File: src/rtl/serial_unshifter.sv
// serial_unshifter: sequential inverse of the 8-bit combinational shifter.
// It takes a shifted byte together with the amount and opcode the forward
// shifter used. It then applies the opposite move one bit position per clock
// until the pre-shift value is recovered. Rotates undo exactly. Logical shifts
// come back with the bits the shifter pushed out replaced by zeros.
module serial_unshifter #(
    parameter int WIDTH = 8,
    parameter int AMT_W = 3
) (
    input  logic             clk,
    input  logic             reset,
    input  logic             start,
    input  logic [WIDTH-1:0] data_in,
    input  logic [AMT_W-1:0] amount,
    input  logic [1:0]       opcode,
    output logic             busy,
    output logic             done,
    output logic [WIDTH-1:0] data_out
);

    // Forward opcodes; the step below applies the opposite direction.
    localparam logic [1:0] OP_LSL = 2'b00;
    localparam logic [1:0] OP_LSR = 2'b01;
    localparam logic [1:0] OP_ROL = 2'b10;
    localparam logic [1:0] OP_ROR = 2'b11;

    typedef enum logic [1:0] {
        S_IDLE  = 2'd0,
        S_SHIFT = 2'd1,
        S_DONE  = 2'd2
    } state_t;

    state_t           r_state;
    state_t           w_next_state;
    logic [WIDTH-1:0] r_work;
    logic [WIDTH-1:0] r_data_out;
    logic [AMT_W-1:0] r_cnt;
    logic [1:0]       r_op;
    logic [WIDTH-1:0] w_work_step;
    logic             w_last_shift;

    // One-position inverse of the forward operation selected by op.
    function automatic logic [WIDTH-1:0] undo_step(
        input logic [WIDTH-1:0] v,
        input logic [1:0]       op
    );
        logic [WIDTH-1:0] r;
        r = v;
        case (op)
            OP_LSL:  r = {1'b0, v[WIDTH-1:1]};
            OP_LSR:  r = {v[WIDTH-2:0], 1'b0};
            OP_ROL:  r = {v[0], v[WIDTH-1:1]};
            OP_ROR:  r = {v[WIDTH-2:0], v[WIDTH-1]};
            default: r = v;
        endcase
        return r;
    endfunction

    assign w_work_step  = undo_step(r_work, r_op);
    assign w_last_shift = (r_cnt == AMT_W'(1));

    // State register. The rest of the control is decoded from it.
    always_ff @(posedge clk) begin
        if (reset) begin
            r_state <= S_IDLE;
        end else begin
            r_state <= w_next_state;
        end
    end

    // Next-state logic. start is only sampled in IDLE. A zero amount skips SHIFT.
    always_comb begin
        w_next_state = r_state;
        case (r_state)
            S_IDLE: begin
                if (start) begin
                    w_next_state = (amount == '0) ? S_DONE : S_SHIFT;
                end
            end
            S_SHIFT: begin
                if (w_last_shift) begin
                    w_next_state = S_DONE;
                end
            end
            S_DONE:  w_next_state = S_IDLE;
            default: w_next_state = S_IDLE;
        endcase
    end

    // Work register, counter and result register.
    // data_out is written only on the edge that enters DONE, so the previous
    // result stays visible through the whole SHIFT phase.
    always_ff @(posedge clk) begin
        if (reset) begin
            r_work     <= '0;
            r_cnt      <= '0;
            r_op       <= 2'b00;
            r_data_out <= '0;
        end else begin
            case (r_state)
                S_IDLE: begin
                    if (start) begin
                        r_work <= data_in;
                        r_cnt  <= amount;
                        r_op   <= opcode;
                        if (amount == '0) begin
                            r_data_out <= data_in;
                        end
                    end
                end
                S_SHIFT: begin
                    r_work <= w_work_step;
                    r_cnt  <= r_cnt - AMT_W'(1);
                    if (w_last_shift) begin
                        r_data_out <= w_work_step;
                    end
                end
                default: begin
                end
            endcase
        end
    end

    assign busy     = (r_state != S_IDLE);
    assign done     = (r_state == S_DONE);
    assign data_out = r_data_out;

endmodule

File: config.mk
export PLATFORM = sky130hd
export DESIGN_NAME = serial_unshifter
export DESIGN_NICKNAME = d
export VERILOG_FILES = /design/src/rtl/serial_unshifter.sv
export SDC_FILE = /design/constraint.sdc
export NUM_CORES = 1
export LEC_CHECK = 0
export BUFFER_PORTS_ARGS = -buffer_cell sky130_fd_sc_hd__buf_4
export CAP_MARGIN = 5
export CORE_MARGIN = 1
export CORE_UTILIZATION = 59
export CTS_BUF_LIST = sky130_fd_sc_hd__clkbuf_2
export CTS_CLUSTER_SIZE = 28
export DETAILED_ROUTE_END_ITERATION = 12
export PLACE_DENSITY = 0.89
export SYNTH_ARGS = -nofsm -noshare
export SYNTH_HDL_FRONTEND = slang
export SYNTH_SLANG_ARGS = --single-unit
File: constraint.sdc
create_clock -name clk -period 1.9 [get_ports clk]
set_input_delay 0.475 -clock clk [delete_from_list [all_inputs] [get_ports clk]]
set_output_delay 0.475 -clock clk [all_outputs]
set_load 0.03 [all_outputs]
## Yosys cells after proc, flatten, opt, wreduce, memory -nomap -nowiden

Index checks and enable logic that the tools add are counted.

| word-level totals | value |
|---|---|
| flip-flop bits (word level) | 23 |
| bits of input ports | 16 |
| output and inout port bits | 10 |
| logic and storage cells | 37 |

| operators by class | value |
|---|---|
| $add $sub $neg | 1 |
| equal/unequal tests | 9 |
| multiplexer cells | 13 |
| reductions and logical operators | 9 |

Operators by type and width:

| cell | number |
|---|---|
| 8-bit 2-to-1 mux | 4 |
| 8-bit one-hot mux with 2 select lines | 2 |
| 8-bit one-hot mux with 4 select lines | 1 |
| 2-bit equality test, second input constant | 3 |
| 2-bit 2-to-1 mux | 3 |
| 2-bit != test, second input constant | 3 |
| 3-bit one-hot mux with 2 select lines | 1 |
| 2-bit AND reduction | 3 |
| 2-bit by 1-bit equality test with 1-bit output, second input constant | 2 |
| 2-bit logical NOT | 2 |
| 2-bit one-hot mux with 2 select lines | 1 |
| 4-bit AND reduction | 1 |
| 2-bit nonzero test | 2 |
| 3-bit by 1-bit equality test with 1-bit output, second input constant | 1 |
| 3-bit logical NOT | 1 |
| 3-bit 2-to-1 mux | 1 |
| 3-bit by 1-bit subtractor with 3-bit output, second input constant | 1 |

## Depth between registers and ports, before layout

Gate-level depths: netlist (run 1).

| depth | value |
|---|---|
| depth in word-level cells | 4 |
| mapped depth | 7 |

## Worst setup path before layout (run 1)

Ideal clock, no wire load.

| timing | value |
|---|---|
| path type | input port to flip-flop |
| start | input amount[0] |
| end | register r_data_out[7], in the netlist data_out[7] |
| data arrival time | 1.266 ns |
| slack | 0.568 ns |
| cell stages on the path | 4 |
| cell sequence | nor3_1 > a32o_4 > o211ai_1 > a21oi_2 |

| between the ends | value |
|---|---|
| cells in the longest elaborated chain, start to end | 3 |

RTL lines:

| element | line | source |
|---|---|---|
| from (decl) | 14 | `input logic [AMT_W-1:0] amount,` |
| 3-bit logical NOT | 106 | `if (amount == '0) begin` |
| 2-bit != test (no source line) | - |  |
| 4-bit AND reduction (no source line) | - |  |
| to (signal assigned) | 107 | `r_data_out <= data_in;` |
| to (signal assigned) | 115 | `r_data_out <= w_work_step;` |
| to (decl) | 36 | `logic [WIDTH-1:0] r_data_out;` |

No other way between the ends.
A chain may end at the register's enable or synchronous reset.

## Final worst setup path (run 1)

| timing | value |
|---|---|
| start | register r_state[1] |
| end | output busy |

| between the ends | value |
|---|---|
| cells in the longest elaborated chain, start to end | 1 |

RTL lines:

| element | line | source |
|---|---|---|
| from (decl) | 33 | `state_t r_state;` |
| from (signal assigned) | 67 | `r_state <= w_next_state;` |
| 2-bit nonzero test | 124 | `assign busy = (r_state != S_IDLE);` |
| to (decl) | 16 | `output logic busy,` |

No other way between the ends.

==> flow_summary.ini, run 1 <==
[clock_network]
cts_sinks = 23
h-tree-depth = 1
postCtsHoldBufs = 0
cts_buffers = 3
cts_buffer_depth = 2
cts_root_buffer = clkbuf_2
clk_pin_slew_ns = 0.18
cts_tree = yes
cts.repair.resized = 0
cts_setup_buffers = 0
clk_latency_ns = 0.32

[worst_hold_path]
min-delay-start = opcode[0]
hold_depth = 3
hp-class = in -> reg
hold_end = r_op[0]

[logic_synthesis]
yosysTopAreaCellShare = 0.390
ys_ff_latch = 23
synth_area_mm2 = 0.00118
synthTopCellsByCount = nand2_1, dfxtp_1, o211ai_1
synth.net_count = 152
synth_cells = 134
yosys.area.top_type = dfxtp_1
synth_edf_count = 0
yosysMostFrequentCell = nand2_1
ys_async_sr_fraction = 0
ys_seq_area_frac = 0.390
synth_cell_type_count = 28
yosysWarnings = 0
synthTopCellsByArea = dfxtp_1, o211ai_1, nand2_1, a21oi_1, mux2i_1
synth_ff_type = dfxtp_1
avgSynthCellArea_um2 = 8.81

[cells_and_area]
fill_cells = 151
diodes = 0
fin_area_mm2 = 0.00136
final_nets = 175
fin_util = 0.757
drive_gt1_frac = 0.250
area_delta_synth_final_pct = 15.5
fin_cells = 181

[place]
gp_congestion = 0.811
placed_area_mm2 = 0.00134
port_buffers = 25
place_hpwl_mm = 1.92
placed_cells = 177
pre_cts_slack_ns = 0.299

[global_route]
met1_usage = 0.283
grt_max_degree = 24
antenna_found_initial = 0
gr-max-usage-layer = met2
grt_use_met2 = 0.508
grt_usage = 0.269
overflow = 0
grt_pass1_wl_mm = 4.06
grt_util_met3 = 0.0346
grt_pass1_vias = 968

[flow_run]
cap_violations = 0

[drt]
drc = 0
routed_via_density = 5.83
avgRoutedWirePerCell_um = 14.2
drt_pass1_iterations = 4
routed_wl_mm = 2.58
drt-initial-drc-count = 31
vias = 1056
detail-route-antenna-nets = 0

[sta]
whs_ns = 0.373
tightest_slew_ns = 0.497
post-route-worst-setup-slack_ns = 0.187
post-route-min-period_ns = 1.71
rsz0062_at_grt = false
slew_violations = 0
max_clock_freq_mhz = 584
post-route-period-util = 0.901
skew_ns = 0.00107
fin_tns_setup_ns = 0
relSlewSlack = 0.668
setup_viol = 0
final-hold-violation-count = 0

[die]
core_mm2 = 0.00180
pin_count = 26
die_x_um = 46.7
dieHeight_um = 46.7
num_rows = 15
dieArea_mm2 = 0.00218
start_util = 0.656

[power]
peakVddDrop_v = 0.000533
finalPower_mw = 1.03
p_leak_nw = 0.519
powerDensity_mw_per_mm2 = 759

[critical_path]
end_kind = output port
r2r-start = r_state[0]
cp_slowest_stage_delay_ns = 0.44
r2r_setup_slack_ns = 0.31
crit_slowest_cell = dfxtp_1
timing.rr.end = r_work[3]
cp_top_family = flip-flops
cp-start-kind = flop
path_class = reg -> out
rr_worst_depth = 5
crit_buf_inv = 1
crit_arrival_ns = 1.24
worstPathMaxFanout = 8
timing.critical_path.cells = or2_2 > buf_4
required_ns = 1.42

[status]
status = finished, final reports clean
## area by class of cell
type	instances	area [µm²]	share of cell area
multi-input combinational	99	638	0.468
sequential	23	460	0.338
timing repair buffer	27	203	0.149
tap	25	31.3	0.0229
clock buffer	4	20.0	0.0147
inverter	3	11.3	0.00826
## sequential cells by signal (all words and copies together), names as in the netlist
register,flops
r_work,8
r_cnt,3
r_state,2
r_op,2
data_out,8
## layer usage
metal	vias up	routed length, µm
met5	-	0
met4	0	88
met3	11	106
met2	36	1330
met1	486	1050
li1	523	-
## tightest hold or removal path, cell delays in order
cell and delay (ns):
buf_4 0.08, mux2i_1 0.05, nor2_1 0.07
## worst max path at each step
| stage | cells past startpoint | slack [ns] | endpoint | startpoint |
|---|---|---|---|---|
| finish | 2 | 0.19 | busy | r_state[1] |
| global route | 2 | 0.09 | done | r_state[0] |
| CTS | 2 | 0.17 | done | r_state[0] |
| detailed placement | 5 | 0.30 | data_out[4] | amount[0] |
| global placement | 5 | 0.38 | data_out[6] | amount[0] |
| floorplan | 4 | 0.57 | data_out[7] | amount[0] |
## cell families (layout without fill, tap and decap cells)
| family | after synthesis | in the layout | synth area share |
|---|---|---|---|
| mux | 8 | 8 | 0.0678 |
| buf+inv | 12 | 34 | 0.0699 |
| simple gates | 46 | 46 | 0.192 |
| compound gates | 43 | 43 | 0.260 |
| fa+ha+maj | 2 | 2 | 0.0212 |
| flops | 23 | 23 | 0.390 |
## placed cells by master (no fill, tap or decap), drive strengths merged
cell type,Yosys,layout
o211ai,18,18
nor3,3,3
a21o,1,1
mux2i,8,8
inv,3,3
nor2,6,6
dfxtp,23,23
nand2b,2,2
nand2,26,26
a32oi,1,1
a211oi,3,3
and2b,1,1
a32o,1,1
a21oi,18,18
or2,2,2
ha,2,2
nor3b,2,2
or2b,1,1
buf,5,27
clkbuf,4,4
a31oi,1,1
nand3,2,2
nor2b,1,1
## power by group
part	switching (mW)	leakage (nW)	internal (mW)
Sequential	0.0410	0.189	0.525
Combinational	0.159	0.314	0.122
Clock	0.132	0.0166	0.0557
No activity file was read; power rests on OpenSTA's default activity.
==> run 2: changes to the inputs <==
--- a/config.mk
+++ b/config.mk
@@ -7,9 +7,9 @@
 export LEC_CHECK = 0
 export BUFFER_PORTS_ARGS = -buffer_cell sky130_fd_sc_hd__buf_4
 export CAP_MARGIN = 5
-export CORE_MARGIN = 1
+export CORE_MARGIN = 3
 export CORE_UTILIZATION = 59
-export CTS_BUF_LIST = sky130_fd_sc_hd__clkbuf_2
+export CTS_BUF_LIST = sky130_fd_sc_hd__clkbuf_8
 export CTS_CLUSTER_SIZE = 28
 export DETAILED_ROUTE_END_ITERATION = 12
 export PLACE_DENSITY = 0.89
==> flow_summary.ini, run 2 (synthesis results as in run 1) <==
[status]
status = finished, final reports clean

[die]
num_rows = 15
pin_count = 26
start_util = 0.656
core_mm2 = 0.00180
dieArea_mm2 = 0.00257
dieHeight_um = 50.7
die_x_um = 50.7

[critical_path]
end_kind = output port
required_ns = 1.42
crit_slowest_cell = dfxtp_1
rr_worst_depth = 4
crit_end = busy
cp_slowest_stage_delay_ns = 0.41
crit_buf_inv = 1
r2r_setup_slack_ns = 0.30
timing.rr.end = data_out[6]
path_class = reg -> out
cp_top_family = flip-flops
cp-start-kind = flop
crit_start = r_state[1]
path_depth = 2
timing.critical_path.cells = or2_2 > buf_4
crit_arrival_ns = 1.14
worstPathMaxFanout = 8
r2r-start = r_state[0]

[cells_and_area]
drive_gt1_frac = 0.250
final_cell_mix = buf_4, nand2_1, dfxtp_1
area_delta_synth_final_pct = 17.9
fin_cells = 181
final_nets = 175
layout_commonest_cell = buf_4
diodes = 0
fill_cells = 139
fin_area_mm2 = 0.00139

[sta]
whs_ns = 0.449
relSlewSlack = 0.683
skew_ns = 0.00651
rsz0062_at_grt = false
post-route-period-util = 0.852
post-route-min-period_ns = 1.62
tightest_slew_ns = 0.474
slew_violations = 0
setup_viol = 0
fin_tns_setup_ns = 0
post-route-worst-setup-slack_ns = 0.281
max_clock_freq_mhz = 617
final-hold-violation-count = 0

[clock_network]
h-tree-depth = 1
cts_setup_buffers = 0
cts_root_buffer = clkbuf_8
cts.repair.resized = 0
cts_buffer_depth = 2
cts_sinks = 23
postCtsHoldBufs = 0
cts_buffers = 3
clk_pin_slew_ns = 0.08
clk_latency_ns = 0.27
cts_tree = yes

[power]
powerDensity_mw_per_mm2 = 829
p_seq_frac = 0.489
peakVddDrop_v = 0.000608
switching_share = 0.311
p_comb_frac = 0.244
p_leak_nw = 0.524
power.net_switching_uw = 360
p_int_uw = 795
clockPowerShare = 0.266

[place]
gp_congestion = 0.887
pre_cts_slack_ns = 0.297
port_buffers = 25
place_hpwl_mm = 1.94
placed_cells = 177
placed_area_mm2 = 0.00134

[global_route]
grt_pass1_wl_mm = 4.30
grt_max_degree = 24
overflow = 0
antenna_found_initial = 0
grt_usage = 0.220
grt_pass1_vias = 1003

[worst_hold_path]
hp-class = in -> reg

[flow_run]
cap_violations = 0

[drt]
drt-initial-drc-count = 30
detail-route-antenna-nets = 0
routed_via_density = 5.84
avgRoutedWirePerCell_um = 14.5
vias = 1057
drt_pass1_iterations = 4
routed_wl_mm = 2.62
drc = 0
wl_met2_mm = 1.26
m1WireLength_mm = 1.08
routed.top_layer = met4
wl_met3_um = 151
run 2: cell types whose count changed in the layout (fill, tap and decap cells not counted), sizes merged:
cell and delta:
clkinvlp +1, clkbuf -1
run 2: per-stage QoR:
stage	utilization	power (mW)
2_1_floorplan	-	0.779
6_report	0.773	1.15
3_5_place_dp	0.746	0.856
4_1_cts	0.773	1.16
5_1_grt	0.773	1.21
3_3_place_gp	0.746	0.843
run 2: worst min-delay path by stage:
stage,cells past startpoint,slack (ns),end,from
6_report,3,0.45,r_op[1],opcode[1]
5_1_grt,3,0.45,r_op[1],opcode[1]
4_1_cts,3,0.45,r_op[0],opcode[0]
3_5_place_dp,2,0.44,r_cnt[1],r_cnt[1]
3_3_place_gp,2,0.44,data_out[2],data_out[2]
2_1_floorplan,2,0.43,r_cnt[1],r_cnt[1]
run 2: layer usage:
metal / up-vias / GRT usage
met1: 478 / 0.235
met3: 16 / 0.0564
met5: - / 0
met2: 41 / 0.391
met4: 0 / 0.117
li1: 522 / -
run 2: tightest hold or removal path, cell delays in order:
cell	delay, ns
buf_4	0.07
mux2i_1	0.05
nor2_1	0.07
run 2: power groups by stage:
| stage | clock (mW) | combinational, mW | sequential [mW] |
|---|---|---|---|
| final | 0.307 | 0.282 | 0.565 |
| after global routing | 0.334 | 0.307 | 0.571 |
| after CTS | 0.314 | 0.283 | 0.563 |
| after detailed placement | 0 | 0.282 | 0.574 |
| after global placement | 0 | 0.271 | 0.572 |
| after floorplan | 0 | 0.206 | 0.573 |
run 2: final cells by class:
class                   count  area, µm²  area share
clock buffers               3       41.3      0.0296
clock inverters             1       7.51     0.00539
inverters                   3       11.3     0.00809
multi-input cells          99        638       0.458
flip-flops and latches     23        460       0.331
well taps                  25       31.3      0.0225
repair buffers             27        203       0.146
==> run 3: changes to the inputs <==
--- a/config.mk
+++ b/config.mk
@@ -5,6 +5,7 @@
 export SDC_FILE = /design/constraint.sdc
 export NUM_CORES = 1
 export LEC_CHECK = 0
+export ABC_AREA = 1
 export BUFFER_PORTS_ARGS = -buffer_cell sky130_fd_sc_hd__buf_4
 export CAP_MARGIN = 5
 export CORE_MARGIN = 3
==> flow_summary.ini, run 3 <==
[status]
status = finished, final reports clean

[place]
port_buffers = 25
placed_cells = 231
place_hpwl_mm = 2.05
gp_congestion = 0.825

[global_route]
grt_max_degree = 16
grt_usage = 0.241
grt_pass1_wl_mm = 4.78
grt_pass1_vias = 1148
antenna_found_initial = 0
overflow = 0

[die]
dieArea_mm2 = 0.00257
pin_count = 26
num_rows = 15
dieHeight_um = 50.7
core_mm2 = 0.00180
die_x_um = 50.7
start_util = 0.655

[logic_synthesis]
yosys.area.top_type = dfxtp_1
yosysMostFrequentCell = nand2_1
synth_cell_type_count = 20
synthTopCellsByArea = dfxtp_1, nand2_1, nor2_1, inv_1, o21ai_1
synth.net_count = 204
synth_edf_count = 0
ys_seq_area_frac = 0.390
avgSynthCellArea_um2 = 6.34
ys_async_sr_fraction = 0
synthTopCellsByCount = nand2_1, nor2_1, dfxtp_1
synth_cells = 186
yosysWarnings = 0
ys_ff_latch = 23
synth_area_mm2 = 0.00118
yosysTopAreaCellShare = 0.390
synth_ff_type = dfxtp_1

[clock_network]
cts_sinks = 23
cts_root_buffer = clkbuf_8
cts_buffers = 3
cts.repair.resized = 0
cts_tree = yes
clk_latency_ns = 0.26
cts_buffer_depth = 2
clk_pin_slew_ns = 0.08
h-tree-depth = 1
cts_setup_buffers = 0
postCtsHoldBufs = 0

[drt]
drt-initial-drc-count = 40
vias = 1208
routed_wl_mm = 2.70
routed_via_density = 5.14
avgRoutedWirePerCell_um = 11.5
drc = 0
drt_pass1_iterations = 4
detail-route-antenna-nets = 0

[power]
peakVddDrop_v = 0.000541
p_leak_nw = 0.775
powerDensity_mw_per_mm2 = 949

[sta]
setup_viol = 0
skew_ns = 0.00343
tightest_slew_ns = 0.420
fin_tns_setup_ns = 0
post-route-period-util = 0.789
final-hold-violation-count = 0
rsz0062_at_grt = false
slew_violations = 0
post-route-min-period_ns = 1.50
relSlewSlack = 0.719
max_clock_freq_mhz = 667

[critical_path]
r2r_setup_slack_ns = 0.47
cp_top_family = flip-flops
required_ns = 1.42
crit_slowest_cell = dfxtp_1
cp-start-kind = flop
end_kind = output port
worstPathMaxFanout = 3
crit_arrival_ns = 1.02
cp_slowest_stage_delay_ns = 0.43
crit_buf_inv = 2
path_class = reg -> out
timing.critical_path.cells = inv_2 > nor2_1 > buf_4

[cells_and_area]
diodes = 0
fin_cells = 235
layout_commonest_cell = nand2_1
final_nets = 229
fill_cells = 142
drive_gt1_frac = 0.190
final_cell_mix = nand2_1, nor2_1, buf_4
area_delta_synth_final_pct = 20.3

[worst_hold_path]
hp-class = in -> reg

[flow_run]
cap_violations = 0
run 3: path summary, 6_finish.rpt:
| check | from | endpoint | cells after the start |
|---|---|---|---|
| hold reg to reg | data_out[0] | data_out[0] | 2 |
| setup reg to reg | r_state[0] | data_out[6] | 6 |
| setup / recovery | r_state[1] | done | 3 |
| hold / removal | reset | r_state[0] | 2 |
run 3: cell type report:
cell class | count | area, µm² | area share
sequential | 23 | 460 | 0.325
inverter | 27 | 101 | 0.0714
clock inverter | 1 | 5.00 | 0.00353
clock buffer | 3 | 41.3 | 0.0291
timing repair buffer | 26 | 195 | 0.138
tap | 25 | 31.3 | 0.0220
multi-input combinational | 130 | 584 | 0.412
run 3: cell families after synthesis:
group           Yosys count  share of synthesized area
simple gates             99                      0.339
compound gates           29                      0.135
buf+inv                  33                      0.115
flops                    23                      0.390
fa+ha+maj                 2                     0.0212
run 3: through the flow:
stage | worst slack [ns] | hold slack [ns] | power, mW | instance area (µm²) | util
global placement | 0.459 | 0.468 | 1.03 | 1370 | 0.762
finish | 0.400 | 0.459 | 1.35 | 1420 | 0.788
detailed placement | 0.368 | 0.484 | 1.05 | 1370 | 0.762
CTS | 0.391 | 0.455 | 1.34 | 1420 | 0.788
global route | 0.323 | 0.466 | 1.43 | 1420 | 0.788
floorplan | 0.560 | 0.474 | 0.918 | 1180 | -
run 3: metal layers:
metal	global-route usage	routed length, µm	up-vias
met5	0	0	-
met4	0.0852	29	0
met1	0.303	1200	540
met3	0.0386	162	4
met2	0.415	1310	44
li1	-	-	620
run 3: power by group:
group	switching [mW]	internal, mW	leakage (nW)
Combinational	0.287	0.159	0.559
Clock	0.157	0.146	0.0255
Sequential	0.0464	0.550	0.190
Total	0.490	0.856	0.775
